$ cat config.mk
export PLATFORM = sky130hd
export DESIGN_NAME = months
export DESIGN_NICKNAME = d
export VERILOG_FILES = /design/src/rtl/clock_pkg.sv /design/src/rtl/month_len_lut.sv /design/src/rtl/months.sv
export SDC_FILE = /design/constraint.sdc
export NUM_CORES = 1
export LEC_CHECK = 0
export ABC_AREA = 0
export CAP_MARGIN = 15
export CORE_ASPECT_RATIO = 1.2
export CORE_MARGIN = 1
export CORE_UTILIZATION = 46
export DETAILED_ROUTE_END_ITERATION = 10
export PLACE_DENSITY = 0.83
export SYNTH_ARGS = -nofsm -noshare
export SYNTH_HDL_FRONTEND = slang
export SYNTH_SLANG_ARGS = --single-unit
export TNS_END_PERCENT = 50
$ cat constraint.sdc
create_clock -name clk -period 5 [get_ports clk]
set_input_delay 1.25 -clock clk [delete_from_list [all_inputs] [get_ports clk]]
set_output_delay 1.25 -clock clk [all_outputs]
set_load 0.05 [all_outputs]
$ cat src/rtl/clock_pkg.sv
// rtl/clock_pkg.sv - shared calendar constants, FSM state type and month-length helper
//
// Shared by the month counter (months) and the day counter.
//   JAN..DEC, MONTH_MAX : month encodings (1..12) and the wrap point
//   month_state_t       : month counter FSM states
//   days_in_month()     : 28/29/30/31 from month and the two year LSBs
package clock_pkg;

    localparam logic [5:0] JAN       = 6'd1;
    localparam logic [5:0] FEB       = 6'd2;
    localparam logic [5:0] MAR       = 6'd3;
    localparam logic [5:0] APR       = 6'd4;
    localparam logic [5:0] MAY       = 6'd5;
    localparam logic [5:0] JUN       = 6'd6;
    localparam logic [5:0] JUL       = 6'd7;
    localparam logic [5:0] AUG       = 6'd8;
    localparam logic [5:0] SEP       = 6'd9;
    localparam logic [5:0] OCT       = 6'd10;
    localparam logic [5:0] NOV       = 6'd11;
    localparam logic [5:0] DEC       = 6'd12;
    localparam logic [5:0] MONTH_MAX = DEC;

    typedef enum logic [1:0] {
        S_RUN   = 2'd0,
        S_SET   = 2'd1,
        S_CLAMP = 2'd2
    } month_state_t;

    // Years 00..99 of one century: every year with LSBs 00 is a leap year.
    // Illegal month codes fall into the 31-day default.
    function automatic logic [5:0] days_in_month(input logic [5:0] month,
                                                 input logic [1:0] year_lsb2);
        logic [5:0] days;
        case (month)
            FEB:                days = (year_lsb2 == 2'b00) ? 6'd29 : 6'd28;
            APR, JUN, SEP, NOV: days = 6'd30;
            default:            days = 6'd31;
        endcase
        return days;
    endfunction

endpackage

$ cat src/rtl/month_len_lut.sv
// rtl/month_len_lut.sv - combinational month/year to days-in-month lookup
//
// Ports:
//   month_i     [5:0] month, 1..12
//   year_lsb2_i [1:0] two LSBs of the year (00 = leap year)
//   days_o      [5:0] 28, 29, 30 or 31
module month_len_lut
    import clock_pkg::*;
(
    input  logic [5:0] month_i,
    input  logic [1:0] year_lsb2_i,
    output logic [5:0] days_o
);

    always_comb begin
        days_o = days_in_month(month_i, year_lsb2_i);
    end

endmodule

$ cat src/rtl/months.sv
// rtl/months.sv - month counter for the century clock (run advance, setup stepping, day clamp)
//
// Optional build macro MONTHS_BCD_OUT_EN adds the registered BCD output month_bcd.
//
// Ports:
//   clk, rst        clock and asynchronous active-high reset
//   display         0 = run mode, 1 = setup/display mode
//   setup_month     active-low month-field select while in setup
//   done_day        day rollover strobe from the day counter
//   inc_dec_month   setup step direction, 1 = up, 0 = down
//   tick            debounced button strobe
//   curr_day        current day 1..31
//   curr_year       current year 0..99
//   month           current month 1..12
//   done_month      one-cycle year-advance strobe
//   day_clamp_req   one-cycle request for the day counter to load day_clamp_val
//   day_clamp_val   days in the current month
//   month_bcd       (MONTHS_BCD_OUT_EN only) two-digit BCD month
module months
    import clock_pkg::*;
#(
    parameter int MONTH_RST = 1
) (
    input  logic       clk,
    input  logic       rst,
    input  logic       display,
    input  logic       setup_month,
    input  logic       done_day,
    input  logic       inc_dec_month,
    input  logic       tick,
    input  logic [5:0] curr_day,
    input  logic [6:0] curr_year,
    output logic [5:0] month,
    output logic       done_month,
    output logic       day_clamp_req,
`ifdef MONTHS_BCD_OUT_EN
    output logic [7:0] month_bcd,
`endif
    output logic [5:0] day_clamp_val
);

    localparam logic [5:0] RST_MONTH = 6'(MONTH_RST);

    month_state_t state_q, state_d;
    logic [5:0]   month_q, month_d;
    logic         done_month_q, done_month_d;
    logic         clamp_req_q, clamp_req_d;
    logic [5:0]   clamp_val_q, clamp_val_d;
    logic [5:0]   month_days;
    logic         month_illegal;
    logic         set_step;

    // Only the leap-year LSBs matter for month length.
    logic unused_year_bits;
    assign unused_year_bits = &{1'b0, curr_year[6:2]};

    month_len_lut u_month_len_lut (
        .month_i     (month_q),
        .year_lsb2_i (curr_year[1:0]),
        .days_o      (month_days)
    );

    assign month_illegal = (month_q == 6'd0) || (month_q > MONTH_MAX);
    assign set_step      = !setup_month && tick;

    // State register
    always_ff @(posedge clk or posedge rst) begin
        if (rst) begin
            state_q <= S_RUN;
        end else begin
            state_q <= state_d;
        end
    end

    // Next-state logic. Leaving setup goes through S_CLAMP so a day made
    // illegal by a year change in setup gets corrected.
    always_comb begin
        state_d = state_q;
        case (state_q)
            S_RUN:   state_d = display ? S_SET : S_RUN;
            S_SET:   state_d = (!display || set_step) ? S_CLAMP : S_SET;
            S_CLAMP: state_d = display ? S_SET : S_RUN;
            default: state_d = S_RUN;
        endcase
    end

    // Datapath / output next-state logic
    always_comb begin
        month_d      = month_q;
        done_month_d = 1'b0;
        clamp_req_d  = 1'b0;
        clamp_val_d  = month_days;
        if (month_illegal) begin
            // Corrupted month recovers silently, no year strobe.
            month_d = JAN;
        end else begin
            case (state_q)
                S_RUN: begin
                    if (done_day) begin
                        if (month_q == MONTH_MAX) begin
                            month_d      = JAN;
                            done_month_d = 1'b1;
                        end else begin
                            month_d = month_q + 6'd1;
                        end
                    end
                end
                S_SET: begin
                    if (set_step) begin
                        if (inc_dec_month) begin
                            month_d = (month_q == MONTH_MAX) ? JAN : month_q + 6'd1;
                        end else begin
                            month_d = (month_q == JAN) ? MONTH_MAX : month_q - 6'd1;
                        end
                    end
                end
                S_CLAMP: begin
                    // month_q already holds the new month here.
                    clamp_req_d = (curr_day > month_days);
                end
                default: begin
                    month_d = month_q;
                end
            endcase
        end
    end

    always_ff @(posedge clk or posedge rst) begin
        if (rst) begin
            month_q      <= RST_MONTH;
            done_month_q <= 1'b0;
            clamp_req_q  <= 1'b0;
            clamp_val_q  <= 6'd31;
        end else begin
            month_q      <= month_d;
            done_month_q <= done_month_d;
            clamp_req_q  <= clamp_req_d;
            clamp_val_q  <= clamp_val_d;
        end
    end

    assign month         = month_q;
    assign done_month    = done_month_q;
    assign day_clamp_req = clamp_req_q;
    assign day_clamp_val = clamp_val_q;

`ifdef MONTHS_BCD_OUT_EN
    function automatic logic [7:0] to_bcd(input logic [5:0] m);
        logic [5:0] ones;
        logic [7:0] bcd;
        if (m >= 6'd10) begin
            ones = m - 6'd10;
            bcd  = {4'h1, ones[3:0]};
        end else begin
            bcd  = {4'h0, m[3:0]};
        end
        return bcd;
    endfunction

    logic [7:0] month_bcd_q;

    // Loaded from month_d so it changes on the same edge as month.
    always_ff @(posedge clk or posedge rst) begin
        if (rst) begin
            month_bcd_q <= to_bcd(RST_MONTH);
        end else begin
            month_bcd_q <= to_bcd(month_d);
        end
    end

    assign month_bcd = month_bcd_q;
`endif

endmodule

==> metrics.md <==
| Metric | Value |
|---|---|
| Critical Path Stages | 1 |
| Final setup viols | 0 |
| Die height | approximately 50 um |
| Residual DRC count | 0 |
| Top-area cell type share of the netlist area | ~25% |
| Most frequent cells in the layout | clkdlybuf4s50_1, nor2_1, dfrtp_1 |
| Global Route Usage Sum | between 20% and 30% |
| Minimum clock period | 3.07 ns |
| Async S/R FF share, synth | 100% |
| Grt ovf | 0 |
| Min-delay worst type | flop to flop |
| CTS tree | yes |
| First-pass GRT wire length | roughly 3400 um |
| Synth cell types | 44 |
| Hold path cells | 1 |
| Drt total wl | between 1500 and 2000 um |
| Slowest cell on crit path | clkdlybuf4s50_1 |
| Io pins | 34 |
| Mean area per synthesized cell | roughly 9.1 um2 |
| RSZ-0062 raised after global routing | no |
| Syn Inst Count | between 90 and 100 |
| Switching share of power | around half |
| Comb power frac | between 50% and 60% |
| Root buffer cell | clkbuf_4 |
| Via density | between 5 and 6 |
| Total CTS buffers | 3 |
| Final Core Density | a little over three fifths |
| Min-Delay Startpoint | state_q[0]$_DFF_PP0_ |
| Reg-to-Reg End | day_clamp_req$_DFF_PP0_ |
| Clk_skew | about 0.0062 ns |
| Post-DP Area | between 1000 and 1500 um2 |
| Initial Util | 48.7% |
| Synth Warn # | 0 |
| Layout net count | 150 |
| DIE AREA | 2140 um2 |
| Clock network fraction of total power | between 10% and 20% |
| Synth area leaders | dfrtp_1, ha_1, dfstp_2, a21oi_1, nor2_1 |
| Sw Pwr | ~280 uW |
| DRT Pass-1 Iters | 4 |
| Crit path buf inv count | 1 |
| Max Fclk | roughly 330 MHz |
| Vias | 810 |
| Setup ws final | 1.93 ns |
| Finished Cell Area | 1160 um2 |
| Part of the cycle the worst path needs | 61.3% |
| Worst-Skew Late Latency | 0.29 ns |
| WP data required | between 3 and 4 ns |
| Seq cells post-synth | 12 |
| Placer Congestion | between 0.8 and 0.9 |
| Pwr Density | 500 nW/um2 |
| CTS clk-pin slew, worst paths | ~0.090 ns |
| Setup TNS | 0 ns |
| Core area | 1850 um2 |
| Mapped Area | 901 um2 |
| # Post-CTS Setup Buffers | 0 |
| Flop2flop setup slack | 2.61 ns |
| Status | finished clean |
| Placement Rows | 17 |
| Die width | 42.4 um |
| Hold Path End | day_clamp_req$_DFF_PP0_ |
| Max-cap violations | 0 |
| Reg2reg start | month[0]$_DFFE_PP1P_ |
| Seq pwr share | roughly 30% |
| Pin count of the biggest net entering global routing | 16 |
| Initial antenna violation count | 0 |
| Port bufs | 24 |
| Endpoint type of the worst setup path | primary output |
| Family with the most delay on the worst path | buffers and inverters |
| Worst-path fanout max | 15 |
| Worst setup SP type | flop |
| Initial drt markers | 9 |
| Hold-fix buffers at CTS | 0 |
| Crit Path Class | flop to primary output |
| Worst-Margin Slew | between 0.5 and 0.6 ns |
| Detailed Place HPWL | around 1500 um |
| # H-tree levels | 1 |
| Worst hold slack | ~0.52 ns |
| Vias in the first global route | 803 |
| Main flop type after synthesis | dfrtp_1 |
| Layout cell share with drive strength beyond 1 | 9.84% |
| Cells on worst reg2reg path | 9 |
| Worst Path Arrival | roughly 1.8 ns |
| Final slew viol count | 0 |
| Clk sink count | 12 |
| Synthesis-to-finish area growth | 29.2% |
| Clk buf depth | 2 |
| # diodes | 0 |
| Endpoints failing hold | 0 |
| Synth area leader | dfrtp_1 |
| Critical path cell sequence | clkdlybuf4s50_1 |
| Post-synth EDFFs | 0 |
| Pre-CTS WS | ~2.1 ns |
| Max-slew headroom | roughly 64% |
| Internal power | around 300 uW |
| Maximum VDD drop | roughly 0.26 mV |
| Final ANT Viol Nets | 0 |
| Worst path max stage delay | about 0.89 ns |
| Leak Pwr | ~0.00052 uW |
| Most common cell after layout, fill and taps aside | clkdlybuf4s50_1 |
| Seq/Total Area, Yosys | 33.8% |
| Post-CTS Resized | 0 |
| Routed wire per std cell | between 10 and 15 um |
-- kinds of logic (layout without fill, tap and decap cells) --
family | Yosys count | count (layout) | share of synthesized area, %
buffers and inverters | 14 | 35 | 7.92
AND/OR/NAND/NOR | 36 | 36 | 24.4
adder cells (fa/ha/maj) | 7 | 7 | 9.72
AO/OA/AOI/OAI | 25 | 25 | 20.4
flip-flops | 12 | 12 | 33.8
XOR/XNOR | 3 | 3 | 2.92
other | 2 | 4 | 0.834
-- layer usage --
| metal | up-vias | part of all wire (%) | GRT usage (%) |
|---|---|---|---|
| met5 | - | 0 | 0 |
| met4 | 0 | 2.4 | 10.9 |
| met3 | 5 | 3.6 | 2.16 |
| met2 | 22 | 54 | 39.2 |
| met1 | 392 | 40 | 23.6 |
| li1 | 391 | - | - |
-- Yosys cell counts (2+ instances only) --
library cell and number:
nand2b_1 2, ha_1 7, dfrtp_1 9, buf_4 4, dfstp_2 3, o21ai_1 2
nor2_1 9, a21oi_1 7, or3b_1 2, inv_1 7, a211o_1 2, nand3_1 6
buf_2 3, nand2_1 2, nand4_1 2, o211ai_1 2, xnor2_1 2, conb_1 2
-- flip-flops by register name, summed over array words and instances, names as in the netlist --
register	cells
state_q	2
day_clamp_req	1
day_clamp_val	2
done_month	1
month	6
-- area by class of cell --
type                            instances  area, um2
Inverter                                7       26.3
Multi-Input combinational cell         75        533
Tap cell                               19       23.8
Timing Repair Buffer                   24        240
Sequential cell                        12        304
Fill cell                             166        687
Clock buffer                            4       36.3
-- metrics by stage --
step,total power [uW],cells
after floorplan,413,101
after global placement,488,137
after detailed placement,500,137
after CTS,581,141
after global routing,620,141
final,582,141
-- power by group through the flow --
stage                     Clock [uW]  Combinational, uW  Sequential, uW
after floorplan                    0                185             228
after global placement             0                316             172
after detailed placement           0                326             174
after CTS                       82.5                327             172
after global routing            84.2                357             179
final                           82.1                327             173
-- worst max-delay path by stage --
stage / endpoint / from / slack (ns)
after global routing: month[2] / month[2]$_DFFE_PP0P_ / 1.89
final: month[2] / month[2]$_DFFE_PP0P_ / 1.93
after global placement: day_clamp_req$_DFF_PP0_ / curr_year[1] / 2.19
after CTS: month[2] / month[2]$_DFFE_PP0P_ / 1.95
after floorplan: month[2]$_DFFE_PP0P_ / inc_dec_month / 2.69
after detailed placement: day_clamp_req$_DFF_PP0_ / curr_year[1] / 2.07
Power figures use the tool's default switching activity.
